## src/rtl/rs_arbiter.sv

```systemverilog
// rtl/rs_arbiter.sv - two-port round-robin arbiter/sequencer in front of one RAM_searcher
module rs_arbiter #(
  parameter int TIMEOUT = 1024
) (
  input  logic        clk,
  input  logic        rst,
  input  logic        a_req,
  input  logic        b_req,
  input  logic [1:0]  a_rq,
  input  logic [1:0]  b_rq,
  input  logic [31:0] a_ip_src,
  input  logic [31:0] a_ip_dst,
  input  logic [31:0] b_ip_src,
  input  logic [31:0] b_ip_dst,
  input  logic [23:0] a_mac_src,
  input  logic [23:0] a_mac_dst,
  input  logic [23:0] b_mac_src,
  input  logic [23:0] b_mac_dst,
  input  logic [15:0] a_port_src,
  input  logic [15:0] a_port_dst,
  input  logic [15:0] b_port_src,
  input  logic [15:0] b_port_dst,
  input  logic [7:0]  a_id_in,
  input  logic [7:0]  b_id_in,
  output logic        a_done,
  output logic        b_done,
  output logic [7:0]  a_error,
  output logic [7:0]  b_error,
  output logic [7:0]  a_id_out,
  output logic [7:0]  b_id_out,
  output logic [1:0]  rs_rq,
  output logic [31:0] rs_ip_src,
  output logic [31:0] rs_ip_dst,
  output logic [23:0] rs_mac_src,
  output logic [23:0] rs_mac_dst,
  output logic [15:0] rs_port_src,
  output logic [15:0] rs_port_dst,
  output logic [7:0]  rs_id_in,
  input  logic        rs_done,
  input  logic [7:0]  rs_error,
  input  logic [7:0]  rs_id_out,
  output logic        busy,
  output logic        grant_b
);

  localparam int CW = (TIMEOUT > 2) ? $clog2(TIMEOUT) : 1;
  localparam logic [CW-1:0] CNT_LAST = CW'(TIMEOUT - 1);

  typedef enum logic [1:0] {IDLE, WAIT, RELEASE, DONE} state_t;

  state_t state, state_d;
  logic [CW-1:0] cnt, cnt_d;
  logic ptr_b, ptr_b_d;
  logic [7:0] res_err, res_err_d, res_id, res_id_d;
  logic a_done_d, b_done_d, busy_d, grant_b_d;
  logic [7:0] a_error_d, b_error_d, a_id_out_d, b_id_out_d;
  logic [1:0] rs_rq_d;
  logic [31:0] rs_ip_src_d, rs_ip_dst_d;
  logic [23:0] rs_mac_src_d, rs_mac_dst_d;
  logic [15:0] rs_port_src_d, rs_port_dst_d;
  logic [7:0] rs_id_in_d;

  // ptr_b set means A was served last, so B wins a tie
  logic win_b;
  logic [1:0] win_rq;
  assign win_b  = b_req && (!a_req || ptr_b);
  assign win_rq = win_b ? b_rq : a_rq;

  always_comb begin
    state_d       = state;
    cnt_d         = cnt;
    ptr_b_d       = ptr_b;
    res_err_d     = res_err;
    res_id_d      = res_id;
    grant_b_d     = grant_b;
    a_done_d      = 1'b0;
    b_done_d      = 1'b0;
    a_error_d     = a_error;
    b_error_d     = b_error;
    a_id_out_d    = a_id_out;
    b_id_out_d    = b_id_out;
    rs_rq_d       = rs_rq;
    rs_ip_src_d   = rs_ip_src;
    rs_ip_dst_d   = rs_ip_dst;
    rs_mac_src_d  = rs_mac_src;
    rs_mac_dst_d  = rs_mac_dst;
    rs_port_src_d = rs_port_src;
    rs_port_dst_d = rs_port_dst;
    rs_id_in_d    = rs_id_in;
    case (state)
      IDLE: begin
        if (a_req || b_req) begin
          grant_b_d     = win_b;
          ptr_b_d       = !win_b;
          cnt_d         = '0;
          rs_ip_src_d   = win_b ? b_ip_src   : a_ip_src;
          rs_ip_dst_d   = win_b ? b_ip_dst   : a_ip_dst;
          rs_mac_src_d  = win_b ? b_mac_src  : a_mac_src;
          rs_mac_dst_d  = win_b ? b_mac_dst  : a_mac_dst;
          rs_port_src_d = win_b ? b_port_src : a_port_src;
          rs_port_dst_d = win_b ? b_port_dst : a_port_dst;
          rs_id_in_d    = win_b ? b_id_in    : a_id_in;
          if (win_rq == 2'b00) begin
            rs_rq_d   = 2'b00;
            res_err_d = 8'hFE;
            res_id_d  = 8'h00;
            state_d   = DONE;
          end else begin
            rs_rq_d = win_rq;
            state_d = WAIT;
          end
        end
      end
      WAIT: begin
        if (rs_done) begin
          res_err_d = rs_error;
          res_id_d  = rs_id_out;
          rs_rq_d   = 2'b00;
          cnt_d     = '0;
          state_d   = RELEASE;
        end else if (cnt == CNT_LAST) begin
          res_err_d = 8'hFF;
          res_id_d  = 8'h00;
          rs_rq_d   = 2'b00;
          cnt_d     = '0;
          state_d   = RELEASE;
        end else begin
          cnt_d = cnt + CW'(1);
        end
      end
      RELEASE: begin
        if (!rs_done || cnt == CNT_LAST) state_d = DONE;
        else cnt_d = cnt + CW'(1);
      end
      default: state_d = IDLE;
    endcase
    // DONE is only ever entered from IDLE or RELEASE, so this fires once per transaction
    if (state_d == DONE) begin
      if (grant_b_d) begin
        b_done_d   = 1'b1;
        b_error_d  = res_err_d;
        b_id_out_d = res_id_d;
      end else begin
        a_done_d   = 1'b1;
        a_error_d  = res_err_d;
        a_id_out_d = res_id_d;
      end
    end
    busy_d = (state_d != IDLE);
  end

  always_ff @(posedge clk or negedge rst) begin
    if (!rst) begin
      state <= IDLE;  cnt <= '0;  ptr_b <= 1'b0;
      res_err <= '0;  res_id <= '0;
      grant_b <= 1'b0;  busy <= 1'b0;
      a_done <= 1'b0;  b_done <= 1'b0;
      a_error <= '0;  b_error <= '0;  a_id_out <= '0;  b_id_out <= '0;
      rs_rq <= '0;  rs_ip_src <= '0;  rs_ip_dst <= '0;
      rs_mac_src <= '0;  rs_mac_dst <= '0;
      rs_port_src <= '0;  rs_port_dst <= '0;  rs_id_in <= '0;
    end else begin
      state <= state_d;  cnt <= cnt_d;  ptr_b <= ptr_b_d;
      res_err <= res_err_d;  res_id <= res_id_d;
      grant_b <= grant_b_d;  busy <= busy_d;
      a_done <= a_done_d;  b_done <= b_done_d;
      a_error <= a_error_d;  b_error <= b_error_d;
      a_id_out <= a_id_out_d;  b_id_out <= b_id_out_d;
      rs_rq <= rs_rq_d;  rs_ip_src <= rs_ip_src_d;  rs_ip_dst <= rs_ip_dst_d;
      rs_mac_src <= rs_mac_src_d;  rs_mac_dst <= rs_mac_dst_d;
      rs_port_src <= rs_port_src_d;  rs_port_dst <= rs_port_dst_d;
      rs_id_in <= rs_id_in_d;
    end
  end

endmodule

```

## config.mk

```make
export PLATFORM = sky130hd
export DESIGN_NAME = rs_arbiter
export DESIGN_NICKNAME = d
export VERILOG_FILES = /design/src/rtl/rs_arbiter.sv
export SDC_FILE = /design/constraint.sdc
export NUM_CORES = 1
export LEC_CHECK = 0
export CAP_MARGIN = 20
export CORE_AREA = 2 2 202 204
export CTS_CLUSTER_DIAMETER = 200
export CTS_CLUSTER_SIZE = 8
export DETAILED_ROUTE_END_ITERATION = 12
export DIE_AREA = 0 0 204 206
export GPL_TIMING_DRIVEN = 0
export PLACE_DENSITY_LB_ADDON = 0.25
export SYNTH_ARGS = -nofsm -noshare
export SYNTH_HDL_FRONTEND = slang
export SYNTH_SLANG_ARGS = --single-unit
export TNS_END_PERCENT = 100
```

## constraint.sdc

```tcl
create_clock -name clk -period 2.9 [get_ports clk]
set_input_delay 0.435 -clock clk [delete_from_list [all_inputs] [get_ports clk]]
set_output_delay 0.435 -clock clk [all_outputs]
set_load 0.05 [all_outputs]
```

* Yosys cells after proc, flatten, opt, wreduce, memory -nomap -nowiden *
Index checks and enable logic that the tools add are counted.

word-level totals
  register bits = 219
  word-level logic and storage cells = 87

cells by class
  add/subtract/negate cells = 1
  equality and inequality tests = 7
  mux-type cells = 40
  bitwise operators = 1
  reductions and logical operators = 17

operators by type and width
  cell                                                             number
  8-bit 2-to-1 mux                                                 9
  32-bit 2-to-1 mux                                                2
  24-bit 2-to-1 mux                                                2
  10-bit 2-to-1 mux                                                4
  16-bit 2-to-1 mux                                                2
  8-bit case mux with 2 select lines                               2
  10-bit case mux with 3 select lines                              1
  2-bit 2-to-1 mux                                                 10
  10-bit by 1-bit adder with 10-bit output, second input constant  1
  10-bit == test, second input constant                            1
  1-bit 2-to-1 mux                                                 6
  2-bit case mux with 3 select lines                               1
  2-bit AND reduction                                              3
  3-bit AND reduction                                              2
  2-bit == test, second input constant                             2
  2-bit zero test                                                  2
  2-bit inequality test, second input constant                     2
  2-bit case mux with 2 select lines                               1
  2-bit nonzero test                                               2
  1-bit zero test                                                  3
  1-bit logical OR                                                 3
  3-bit inequality test, second input constant                     1
  3-bit nonzero test                                               1
  2-bit by 1-bit == test with 1-bit output, second input constant  1
  other kinds (2)                                                  2

* Depth between registers and ports, before layout *
Gate-level depths: netlist of run 1.

  word-level depth = 10
  mapped depth = 11

* Worst setup path before layout of run 1 *
No wires, ideal clock.

  path kind = flip-flop to flip-flop
  start point = register state[0]
  end point = register a_error[0]
  library setup time = 0.125 ns
  arrival = 2.301 ns
  required time = 2.775 ns
  slack = 0.474 ns
  stages on the path, launching flop included = 11
  buffers on the path = 3
  cells stage by stage = dfrtp_1 inv_1 ha_1 clkbuf_1 o21ai_1 a211o_1 o211ai_2 or3b_1 buf_2 buf_6 mux2_4

between the ends
  elaborated cells on any way between the ends = 13
  those cells by class = eq/ne (3); mux (7); bitwise (1); reduce/logical (2)

RTL lines
  item                                    RTL line  source
  start: declaration                      51        state_t state, state_d;
  start signal: assignment                163       state <= state_d; cnt <= cnt_d; ptr_b <= ptr_b_d;
  2-bit == test (tied with other cells)   90        case (state)
  2-bit case mux with 3 select lines (*)  90
  named net state_d[1]                    51
  2-bit == test (*)                       138       if (state_d == DONE) begin
  2-bit AND reduction (no line) (*)       -
  end signal: assignment                  167       a_error <= a_error_d; b_error <= b_error_d;
  end: declaration                        27        output logic [7:0] a_error,

Mark *: on every way through the listed nets, which the timed path passes. The rest lies on a longest branch.
A chain may end at the register's enable or synchronous reset.

* Worst setup path in the final report of run 1 *
  start point = register ptr_b
  end point = register rs_mac_src[11]

between the ends
  cells in the longest elaborated chain, start to end = 3

ends and longest elaborated chain
  item                      RTL line  source
  start: declaration        53        logic ptr_b, ptr_b_d;
  start signal: assignment  163
  1-bit logical OR          66        assign win_b = b_req && (!a_req || ptr_b);
  1-bit logical AND         66
  24-bit 2-to-1 mux         98        rs_mac_src_d = win_b ? b_mac_src : a_mac_src;
  end signal: assignment    170       rs_mac_src <= rs_mac_src_d; rs_mac_dst <= rs_mac_dst_d;
  end: declaration          34        output logic [23:0] rs_mac_src,

No other way between the ends.

==> results of run 1 <==
-- worst register-to-register path, delay by kind of cell (launching register included) --
| family | cells | cell delay (ns) |
|---|---|---|
| flops | 1 | 0.38 |
| simple gates | 2 | 0.57 |
| buf+inv | 2 | 1.14 |
| compound gates | 1 | 0.11 |
| mux | 1 | 0.34 |
-- worst max path at each step --
stage                            start                    endpoint  slack (ns)  depth (start not counted)
detailed placement               a_req    rs_ip_dst[3]$_DFFE_PN0P_       -1.03                          7
global route         ptr_b$_DFFE_PN0P_  rs_mac_src[11]$_DFFE_PN0P_       0.003                          6
finish               ptr_b$_DFFE_PN0P_  rs_mac_src[11]$_DFFE_PN0P_        0.21                          6
floorplan           state[0]$_DFF_PN0_      a_error[0]$_DFFE_PN0P_        0.47                         10
global placement                   rst  rs_mac_dst[12]$_DFFE_PN0P_       -8.30                          1
CTS                 state[0]$_DFF_PN0_      a_error[6]$_DFFE_PN0P_        0.04                         11
-- routing by layer --
| layer | up-vias | part of all wire [%] | GRT usage (%) |
|---|---|---|---|
| li1 | 4252 | - | - |
| met2 | 321 | 49 | 29.39 |
| met3 | 50 | 7.6 | 4.194 |
| met4 | 0 | 2.3 | 4.684 |
| met1 | 4223 | 41 | 21.05 |
| met5 | - | 0 | 0 |
-- cell type report --
| type | count | area, µm² | share of cell area, % |
|---|---|---|---|
| sequential | 219 | 5480 | 33.20 |
| timing repair buffer | 519 | 5218 | 31.61 |
| multi-input combinational | 619 | 4089 | 24.77 |
| clock buffer | 31 | 775.7 | 4.700 |
| tap | 532 | 665.6 | 4.033 |
| buffer | 58 | 241.5 | 1.463 |
| inverter | 5 | 18.77 | 0.1137 |
| clock inverter | 2 | 16.27 | 0.09855 |
-- synth_stat cells, types with 4 or more instances --
| cell type | count |
|---|---|
| a22o_1 | 10 |
| nand3_1 | 8 |
| nor2_1 | 15 |
| mux2_2 | 24 |
| dfrtp_1 | 219 |
| a21oi_1 | 5 |
| and3_1 | 4 |
| o32ai_1 | 7 |
| ha_1 | 5 |
| mux2i_1 | 154 |
| clkbuf_1 | 45 |
| buf_1 | 10 |
| nand2_1 | 173 |
| nand3b_1 | 4 |
| inv_1 | 5 |
| mux2_4 | 9 |
| and2_1 | 8 |
| o21ai_0 | 165 |
-- cell families (layout without fill, tap and decap cells) --
group | Yosys count | in the layout | share of synthesized area, %
and+or+nand+nor | 221 | 221 | 9.299
DFF | 219 | 219 | 55.87
AOI/OAI and AO/OA | 206 | 206 | 11.79
muxes | 187 | 187 | 19.85
buffers and inverters | 64 | 615 | 2.564
adders and majority gates | 5 | 5 | 0.6378
-- flip-flops by register name (all words and copies together), names as in the netlist, 8 cells and up --
register and count:
a_error 8, a_id_out 8, b_error 8, b_id_out 8, cnt 10, res_err 8, res_id 8, rs_id_in 8
rs_ip_dst 32, rs_ip_src 32, rs_mac_dst 24, rs_mac_src 24, rs_port_dst 16, rs_port_src 16
-- power by group --
part / switching, W / total, W / internal [W]
logic: 0.00754 / 0.0114 / 0.00385
clock network: 0.00129 / 0.00314 / 0.00186
registers: 0.000751 / 0.00523 / 0.00448
total: 0.00957 / 0.0198 / 0.0102
-- layout by cell type (no fill, tap or decap), types with 9 or more instances in the layout --
cell,instances
clkdlybuf4s50_1,516
dfrtp_1,219
nand2_1,172
o21ai_0,165
mux2i_1,154
clkbuf_1,38
clkbuf_16,31
mux2_2,24
nor2_1,15
a22o_1,10
mux2_4,9
-- what timing repair did --
action / CTS / global route
setup endpoints to repair: 141 / 66
hold buffers: 1 / 0
endpoints found under the hold margin: 45 / 0
resized for setup: 9 / 4
-- stage by stage --
step / util [%] / TNS [ns] / area [µm²] / instances / setup slack [ns]
CTS: 41.06 / 0 / 16500 / 1986 / 0.03987
global placement: 38.95 / -1902.92 / 15650 / 1951 / -8.299
floorplan: - / 0 / 9809 / 902 / 0.4738
finish: 41.07 / 0 / 16500 / 1985 / 0.2057
global route: 41.07 / 0 / 16500 / 1985 / 0.003160
detailed placement: 39.03 / -98.24 / 15680 / 1952 / -1.029
==> qor.yml, run 1 <==
status:
  status: "finished clean"
clock_network:
  clk_latency_ns: 0.55
  clk_pin_slew_worst_paths_ns: 0.05
  htreeDepth: 1
  cts_setup_buffers: 0
  cts.sinks: 219
  cts_buffers: 31
  cts_max_path_buffers: 3
  clockRootBuffer: "clkbuf_16"
  cts_tree: "done"
timing:
  hold_viol_final: 0
  clock.fmax_mhz: 371.2
  worstMarginPinSlew_ns: 0.9822
  drv_slew: 0
  skew_ns: 0.01433
  layout_min_cycle_time_ns: 2.694
  rsz0062_at_grt: "false"
  whs_ns: 0.2881
  relSlewSlack_pct: 34.52
  finalCritPeriodShare_pct: 92.91
  setup_viol: 0
worst_setup_path:
  path_class: "flop to flop"
  cp_top_family: "buffers and inverters"
  cp-start-kind: "flop"
  path_max_fanout: 10
  r2r-end: "rs_mac_src[11]$_DFFE_PN0P_"
  r2r-start: "ptr_b$_DFFE_PN0P_"
  slowest_stage: "buf_1"
  ff2ff_setup_slack_ns: 0.21
  r2r_cells: 6
  required_ns: 3.30
  path_cells: "nand2b_1 > nand2_2 > clkbuf_2 > buf_1 > mux2i_1 > o21ai_0"
  worst_setup_path_end_kind: "flop"
  crit_arrival_ns: 3.10
  max_stage_delay_ns: 0.63
  cp_num_buf_inv: 2
final_layout:
  antenna_cells: 0
  layout-drive-gt1-share_pct: 5.850
  fillers: 3931
  nets: 1787
  syn_to_final_growth_pct: 68.25
placement:
  portBuffers: 517
  dpl.hpwl_um: 29290
  finalWeightedCongestion: 0.8267
synthesis:
  synth_top_area_share_pct: 55.87
  synth_edf_count: 0
  synthCells: 902
  synthFlopType: "dfrtp_1"
  yosys_warnings: 0
  synthesis.area_um2: 9809
  synthTopCellsByArea: "dfrtp_1 56%, mux2i_1 16%, o21ai_0 8.4%"
  seq_area_frac_synth_pct: 55.87
  avgSynthCellArea_um2: 10.88
  synth.distinct_cells: 38
  async_flop_share_pct: 100.0
  yosysTopAreaCell: "dfrtp_1"
  ys_ff_latch: 219
  synth_nets: 1236
global_route:
  grt_pass1_vias: 8871
  gr-total-overflow: 0
  grt_antenna_before_repair: 0
  grt_use_total_pct: 16.98
  grt_pass1_wl_um: 54520
  grt_max_degree: 112
pwr:
  finalPower_w: 0.01976
  p_leak_nw: 7.389
  p_per_area_nw_per_um2: 1197
  ir_drop_uv: 718.6
min_path:
  min-delay-start: "b_req"
  hold_path.class: "primary input to flop"
  hold_depth: 2
  hold_end: "ptr_b$_DFFE_PN0P_"
routing:
  route.detailed.drc: 0
  wl_per_cell_um: 19.02
  drt-initial-drc-count: 281
  via_per_inst: 4.456
  drt_wl_total_um: 37760
  ant_nets: 0
  firstDrtPassIters: 4
  num_vias: 8846
floorplanning:
  die_w_um: 204
  num_io_pins: 519
  initial_core_util_pct: 24.41
  die-area_um2: 42020
  fp-row-count: 74
  fp.coreArea_um2: 40180
  dieHeight_um: 206
flow_run:
  drv_cap: 0
Note: power is estimated with default switching activity, not from simulation.
==> run 2, diff against run 1 <==
--- a/config.mk
+++ b/config.mk
@@ -6,11 +6,11 @@
 export NUM_CORES = 1
 export LEC_CHECK = 0
 export CAP_MARGIN = 20
-export CORE_AREA = 2 2 202 204
+export CORE_AREA = 10 10 193 195
 export CTS_CLUSTER_DIAMETER = 200
 export CTS_CLUSTER_SIZE = 8
 export DETAILED_ROUTE_END_ITERATION = 12
-export DIE_AREA = 0 0 204 206
+export DIE_AREA = 0 0 203 205
 export GPL_TIMING_DRIVEN = 0
 export PLACE_DENSITY_LB_ADDON = 0.25
 export SYNTH_ARGS = -nofsm -noshare
==> run 2 against run 1 <==
Sequential power hardly changed. Register-to-register slack hardly changed. Maximum frequency is 0.55% higher. Core utilization is 8.1 points higher. Worst hold slack worse by 0.33 ns. Sequential share of layout area is 0.27 points higher. Largest cell class unchanged. The run now ends with negative hold slack left. Combinational power hardly changed. Critical endpoint is now a_error[3]$_DFFE_PN0P_. First-iteration DRC count is 15% higher.
==> qor.yml, run 2 (synthesis gave the netlist of run 1 again) <==
status:
  status: "complete, but fails checks"  # was finished clean
  violations: "negative hold slack"
timing:
  drv_slew: 0  # unchanged
  rsz0062_at_grt: "false"  # unchanged
  skew_ns: 0.01523  # was 0.01433 ns
  setup_tns_ns: 0  # unchanged
  worstMarginPinSlew_ns: 0.9483  # was 0.9822 ns
  finalCritPeriodShare_pct: 92.40  # was 92.91%
  relSlewSlack_pct: 36.78  # was 34.52%
  whs_ns: -0.04210  # was 0.2881 ns
  hold_viol_final: 22  # was 0
  layout_min_cycle_time_ns: 2.680  # was 2.694 ns
  clock.fmax_mhz: 373.2  # was 371.2 MHz
  setup_viol: 0  # unchanged
global_route:
  gr-total-overflow: 0  # unchanged
  grt_pass1_vias: 9553  # was 8871
  grt_max_degree: 111  # was 112
  grt_antenna_before_repair: 2  # was 0
  grt_use_total_pct: 18.99  # was 16.98%
  grt_pass1_wl_um: 61030  # was 54520 µm
worst_setup_path:
  crit_start: "cnt[0]$_DFFE_PN0P_"  # was ptr_b$_DFFE_PN0P_
  max_stage_delay_ns: 0.40  # was 0.63 ns
  crit_arrival_ns: 3.09  # was 3.10 ns
  cp-start-kind: "flop"  # unchanged
  path_class: "flop to flop"  # unchanged
  path_cells: "ha_1 > nand3_1 > o31ai_1 > o21ai_0 > o211ai_2 > or3b_1 > buf_2 > buf_6 > mux2_4"  # was nand2b_1 > nand2_2 > clkbuf_2 > buf_1 > mux2i_1 > o21ai_0
  required_ns: 3.31  # was 3.30 ns
  cp_top_family: "compound AO/OA/AOI/OAI gates"  # was buffers and inverters
  cp_num_buf_inv: 2  # unchanged
  worst_setup_path_end_kind: "flop"  # unchanged
  slowest_stage: "dfrtp_1"  # was buf_1
  r2r-start: "cnt[0]$_DFFE_PN0P_"  # was ptr_b$_DFFE_PN0P_
  path_max_fanout: 10  # unchanged
final_layout:
  final_area_um2: 16370  # was 16500 µm²
  mostFrequentLayoutCells: "516 x clkdlybuf4s50_1, 219 x dfrtp_1, 172 x nand2_1, 165 x o21ai_0, 154 x mux2i_1"  # unchanged
  layout-drive-gt1-share_pct: 5.586  # was 5.850%
  nets: 1785  # was 1787
  reg.largest.list: "rs_ip_dst x32, rs_ip_src x32"  # unchanged
  layout_commonest_cell: "clkdlybuf4s50_1"  # unchanged
  syn_to_final_growth_pct: 66.90  # was 68.25%
clock_network:
  hold_buffers: 0  # was 1
  cts_resized: 8  # was 9
  clockRootBuffer: "clkbuf_16"  # unchanged
  cts_setup_buffers: 0  # unchanged
  clk_pin_slew_worst_paths_ns: 0.05  # about the same
  clk_latency_ns: 0.53  # was 0.55 ns
  cts_buffers: 31  # unchanged
  cts.sinks: 219  # unchanged
  htreeDepth: 1  # unchanged
  cts_max_path_buffers: 3  # unchanged
  cts_tree: "done"  # unchanged
routing:
  num_vias: 8935  # was 8846
  firstDrtPassIters: 4  # unchanged
  via_per_inst: 4.703  # was 4.456
  route.detailed.drc: 0  # unchanged
  ant_nets: 0  # unchanged
  wl_per_cell_um: 22.01  # was 19.02 µm
  drt_wl_total_um: 41820  # was 37760 µm
  drt-initial-drc-count: 323  # was 281
placement:
  finalWeightedCongestion: 0.8542  # was 0.8267
  portBuffers: 517  # unchanged
  place_area_um2: 15580  # was 15680 µm²
  dpl.hpwl_um: 33930  # was 29290 µm
flow_run:
  drv_cap: 0  # unchanged
floorplanning:
  fp.coreArea_um2: 33280  # was 40180 µm²
  die-area_um2: 41620  # was 42020 µm²
  dieHeight_um: 205  # was 206 µm
  initial_core_util_pct: 29.47  # was 24.41%
  die_w_um: 203  # was 204 µm
  fp-row-count: 67  # was 74
  num_io_pins: 519  # unchanged
min_path:
  hold_path.class: "primary input to async pin"  # was primary input to flop
pwr:
  p_leak_nw: 7.370  # was 7.389 nW
  p_per_area_nw_per_um2: 1211  # was 1197 nW/µm²
  ir_drop_uv: 754.8  # was 718.6 µV
==> run 2: cell types whose count changed in the layout (fill, tap and decap cells not counted), sizes merged <==
| cell | previous run | this run |
|---|---|---|
| clkbuf | 76 | 75 |
| diode | 0 | 2 |
| dlygate4sd3 | 1 | 0 |
| inv | 6 | 5 |
==> run 2: final cells by class <==
class / count / area (µm²)
fill: 3068 / 16910
sequential: 219 / 5480
timing repair buffer: 518 / 5207
multi-input combinational: 619 / 4084
clock buffer: 31 / 775.7
tap: 448 / 560.5
buffer: 57 / 232.7
inverter: 5 / 18.77
clock inverter: 1 / 7.507
antenna: 2 / 5.005
==> run 2: final timing paths <==
path / cells after the start / to / slack [ns]
worst max-delay path: 9 / a_error[3]$_DFFE_PN0P_ / 0.22
worst min-delay path: 1 / b_done$_DFF_PN0_ / -0.04
worst max register to register: 9 / a_error[3]$_DFFE_PN0P_ / 0.22
worst min register to register: 2 / rs_mac_dst[7]$_DFFE_PN0P_ / 0.47
max in group asynchronous: 2 / rs_mac_src[7]$_DFFE_PN0P_ / 1.87
min in group clk: 2 / ptr_b$_DFFE_PN0P_ / 0.33
==> run 2: worst register-to-register path, cell delays in order (launching register included) <==
cell and delay, ns:
dfrtp_1 0.40, ha_1 0.23, nand3_1 0.19, o31ai_1 0.40, o21ai_0 0.15, o211ai_2 0.11
or3b_1 0.38, buf_2 0.21, buf_6 0.19, mux2_4 0.30
==> run 2: per-stage QoR <==
stage / setup WS, ns / hold slack, ns / util [%] / power, W / std cells
final: 0.2203 / -0.04210 / 49.19 / 0.01982 / 1900
after global routing: 0.08990 / 0.02274 / 49.19 / 0.02093 / 1900
after CTS: 0.05309 / 0.0006818 / 49.18 / 0.02009 / 1899
after detailed placement: -0.9100 / 0.4693 / 46.81 / 0.01691 / 1868
after global placement: -8.128 / 0.4601 / 46.71 / 0.01681 / 1867
after floorplan: 0.4738 / 0.1394 / - / 0.01231 / 902
==> run 2: routing by layer <==
layer | vias to the layer above | share of wire [%] | track usage, %
li1 | 4250 | - | -
met1 | 4311 | 40 | 21.88
met2 | 340 | 50 | 33.35
met3 | 34 | 8.6 | 6.745
met4 | 0 | 1.2 | 3.864
met5 | - | 0 | 0
==> run 2: where the power goes <==
group | internal (W) | switching (W) | total [W] | leakage [nW]
Sequential | 0.00448 | 0.000732 | 0.00521 | 2.71
Clock | 0.00185 | 0.00124 | 0.00309 | 0.382
Combinational | 0.00384 | 0.00769 | 0.0115 | 4.27
==> run 3, diff against run 2 <==
==> constraint.sdc (replaced) <==
create_clock -name clk -period 2.9 [get_ports clk]
set_input_delay 0.58 -clock clk [delete_from_list [all_inputs] [get_ports clk]]
set_output_delay 0.58 -clock clk [all_outputs]
set_load 0.05 [all_outputs]
==> run 3 against run 2 <==
The flow now finishes without violations. Total power is essentially flat. Maximum frequency shrank 1.5%. Combinational power is essentially flat. Largest cell class unchanged. Largest power group unchanged. Highest routed layer unchanged.
==> qor.yml, run 3 (synthesis gave the netlist of run 1 again) <==
worst_setup_path:
  worst_setup_path_end_kind: "flop"  # unchanged
  path_class: "primary input to flop"  # was flop to flop
  path_max_fanout: 10  # unchanged
  ff2ff_setup_slack_ns: 0.22  # about the same
  r2r_cells: 9  # unchanged
  cp-start-kind: "primary input"  # was flop
  r2r-end: "a_error[3]$_DFFE_PN0P_"  # unchanged
  required_ns: 3.29  # was 3.31 ns
  crit_start: "a_req"  # was cnt[0]$_DFFE_PN0P_
  r2r-start: "cnt[0]$_DFFE_PN0P_"  # unchanged
  crit_arrival_ns: 3.12  # was 3.09 ns
timing:
  layout_min_cycle_time_ns: 2.721  # was 2.680 ns
  finalCritPeriodShare_pct: 93.84  # was 92.40%
  setup_tns_ns: 0  # unchanged
  skew_ns: 0.01424  # was 0.01523 ns
  relSlewSlack_pct: 36.76  # was 36.78%
  drv_slew: 0  # unchanged
  whs_ns: 0.1000  # was -0.04210 ns
  rsz0062_at_grt: "false"  # unchanged
  clock.fmax_mhz: 367.4  # was 373.2 MHz
  worstMarginPinSlew_ns: 0.9486  # was 0.9483 ns
  hold_viol_final: 0  # was 22
  setup_viol: 0  # unchanged
clock_network:
  cts_max_path_buffers: 3  # unchanged
  clk_latency_ns: 0.53  # about the same
  htreeDepth: 1  # unchanged
  cts.sinks: 219  # unchanged
  hold_buffers: 0  # unchanged
  cts_buffers: 31  # unchanged
  clockRootBuffer: "clkbuf_16"  # unchanged
  cts_tree: "done"  # unchanged
  clk_pin_slew_worst_paths_ns: 0.05  # about the same
pwr:
  p_leak_nw: 7.370  # about the same
  ir_drop_uv: 754.8  # about the same
  p_per_area_nw_per_um2: 1211  # about the same
  finalPower_w: 0.01982  # about the same
placement:
  dpl.hpwl_um: 33930  # unchanged
  finalWeightedCongestion: 0.8542  # unchanged
  place_area_um2: 15580  # unchanged
  portBuffers: 517  # unchanged
  dp.cells: 1868  # unchanged
floorplanning:
  num_io_pins: 519  # unchanged
  initial_core_util_pct: 29.47  # unchanged
  fp.coreArea_um2: 33280  # unchanged
  dieHeight_um: 205  # unchanged
  die-area_um2: 41620  # unchanged
  fp-row-count: 67  # unchanged
  die_w_um: 203  # unchanged
global_route:
  grt_use_total_pct: 18.99  # unchanged
  grt_pass1_vias: 9553  # unchanged
  grt_antenna_before_repair: 2  # unchanged
  grt_max_degree: 111  # unchanged
  gr-total-overflow: 0  # unchanged
  grt_pass1_wl_um: 61030  # unchanged
final_layout:
  layout_commonest_cell: "clkdlybuf4s50_1"  # unchanged
  syn_to_final_growth_pct: 66.90  # unchanged
  fillers: 3068  # unchanged
  layout-drive-gt1-share_pct: 5.586  # unchanged
  nets: 1785  # unchanged
  reg.largest.list: "rs_ip_dst x32, rs_ip_src x32"  # unchanged
  finalNonFillerCells: 1900  # unchanged
  mostFrequentLayoutCells: "516 x clkdlybuf4s50_1, 219 x dfrtp_1, 172 x nand2_1, 165 x o21ai_0, 154 x mux2i_1"  # unchanged
  final_area_um2: 16370  # unchanged
routing:
  via_per_inst: 4.703  # unchanged
  ant_nets: 0  # unchanged
  wl_per_cell_um: 22.01  # about the same
  route.detailed.drc: 0  # unchanged
  firstDrtPassIters: 4  # unchanged
  drt-initial-drc-count: 319  # was 323
  num_vias: 8935  # unchanged
  drt_wl_total_um: 41830  # was 41820 µm
status:
  status: "finished clean"  # was complete, but fails checks
min_path:
  hold_path.class: "primary input to async pin"  # unchanged
flow_run:
  drv_cap: 0  # unchanged
-- run 3: routing by layer --
metal	track usage (%)	share of wire, %
met5	0	0
met3	6.745	8.8
met1	21.88	40
met2	33.35	50
met4	3.864	1.2
-- run 3: stage by stage --
step	worst slack [ns]	utilization [%]
finish	0.1785	49.19
global route	0.01522	49.19
CTS	0.05309	49.17
detailed placement	-1.055	46.81
global placement	-8.273	46.71
floorplan	0.4455	-
-- run 3: worst max-delay path, stage by stage --
cell,delay (ns)
clkdlybuf4s50_1,0.54
nand2b_1,0.15
nand2_2,0.35
clkbuf_2,0.43
buf_1,0.63
mux2i_1,0.30
o21ai_0,0.11
-- run 3: worst max path at each step --
stage	slack [ns]	cells after the start	end
finish	0.18	7	rs_mac_src[20]$_DFFE_PN0P_
global route	0.02	7	rs_mac_src[20]$_DFFE_PN0P_
CTS	0.05	7	rs_ip_src[16]$_DFFE_PN0P_
detailed placement	-1.05	7	rs_mac_src[15]$_DFFE_PN0P_
global placement	-8.27	1	rs_mac_src[10]$_DFFE_PN0P_
floorplan	0.45	8	a_error[0]$_DFFE_PN0P_
-- run 3: final cells by class --
cell class	count	area, µm²	share of cell area, %
flip-flops and latches	219	5480	33.47
repair buffers	518	5207	31.81
multi-input cells	619	4084	24.94
clock buffers	31	775.7	4.738
well taps	448	560.5	3.424
plain buffers	57	232.7	1.421
inverters	5	18.77	0.1146
clock inverters	1	7.507	0.04585
diodes	2	5.005	0.03057
-- run 3: power by group --
group	leakage, nW	switching [W]	internal (W)
clock network	0.382	0.00124	0.00185
registers	2.71	0.000732	0.00448
logic	4.27	0.00769	0.00383
total	7.37	0.00966	0.0102
-- run 3: timing repair --
action / 4_1_cts / 5_1_grt
gates resized for setup: 7 / 2
setup buffers: 0 / 0
setup endpoints to repair: 145 / 60
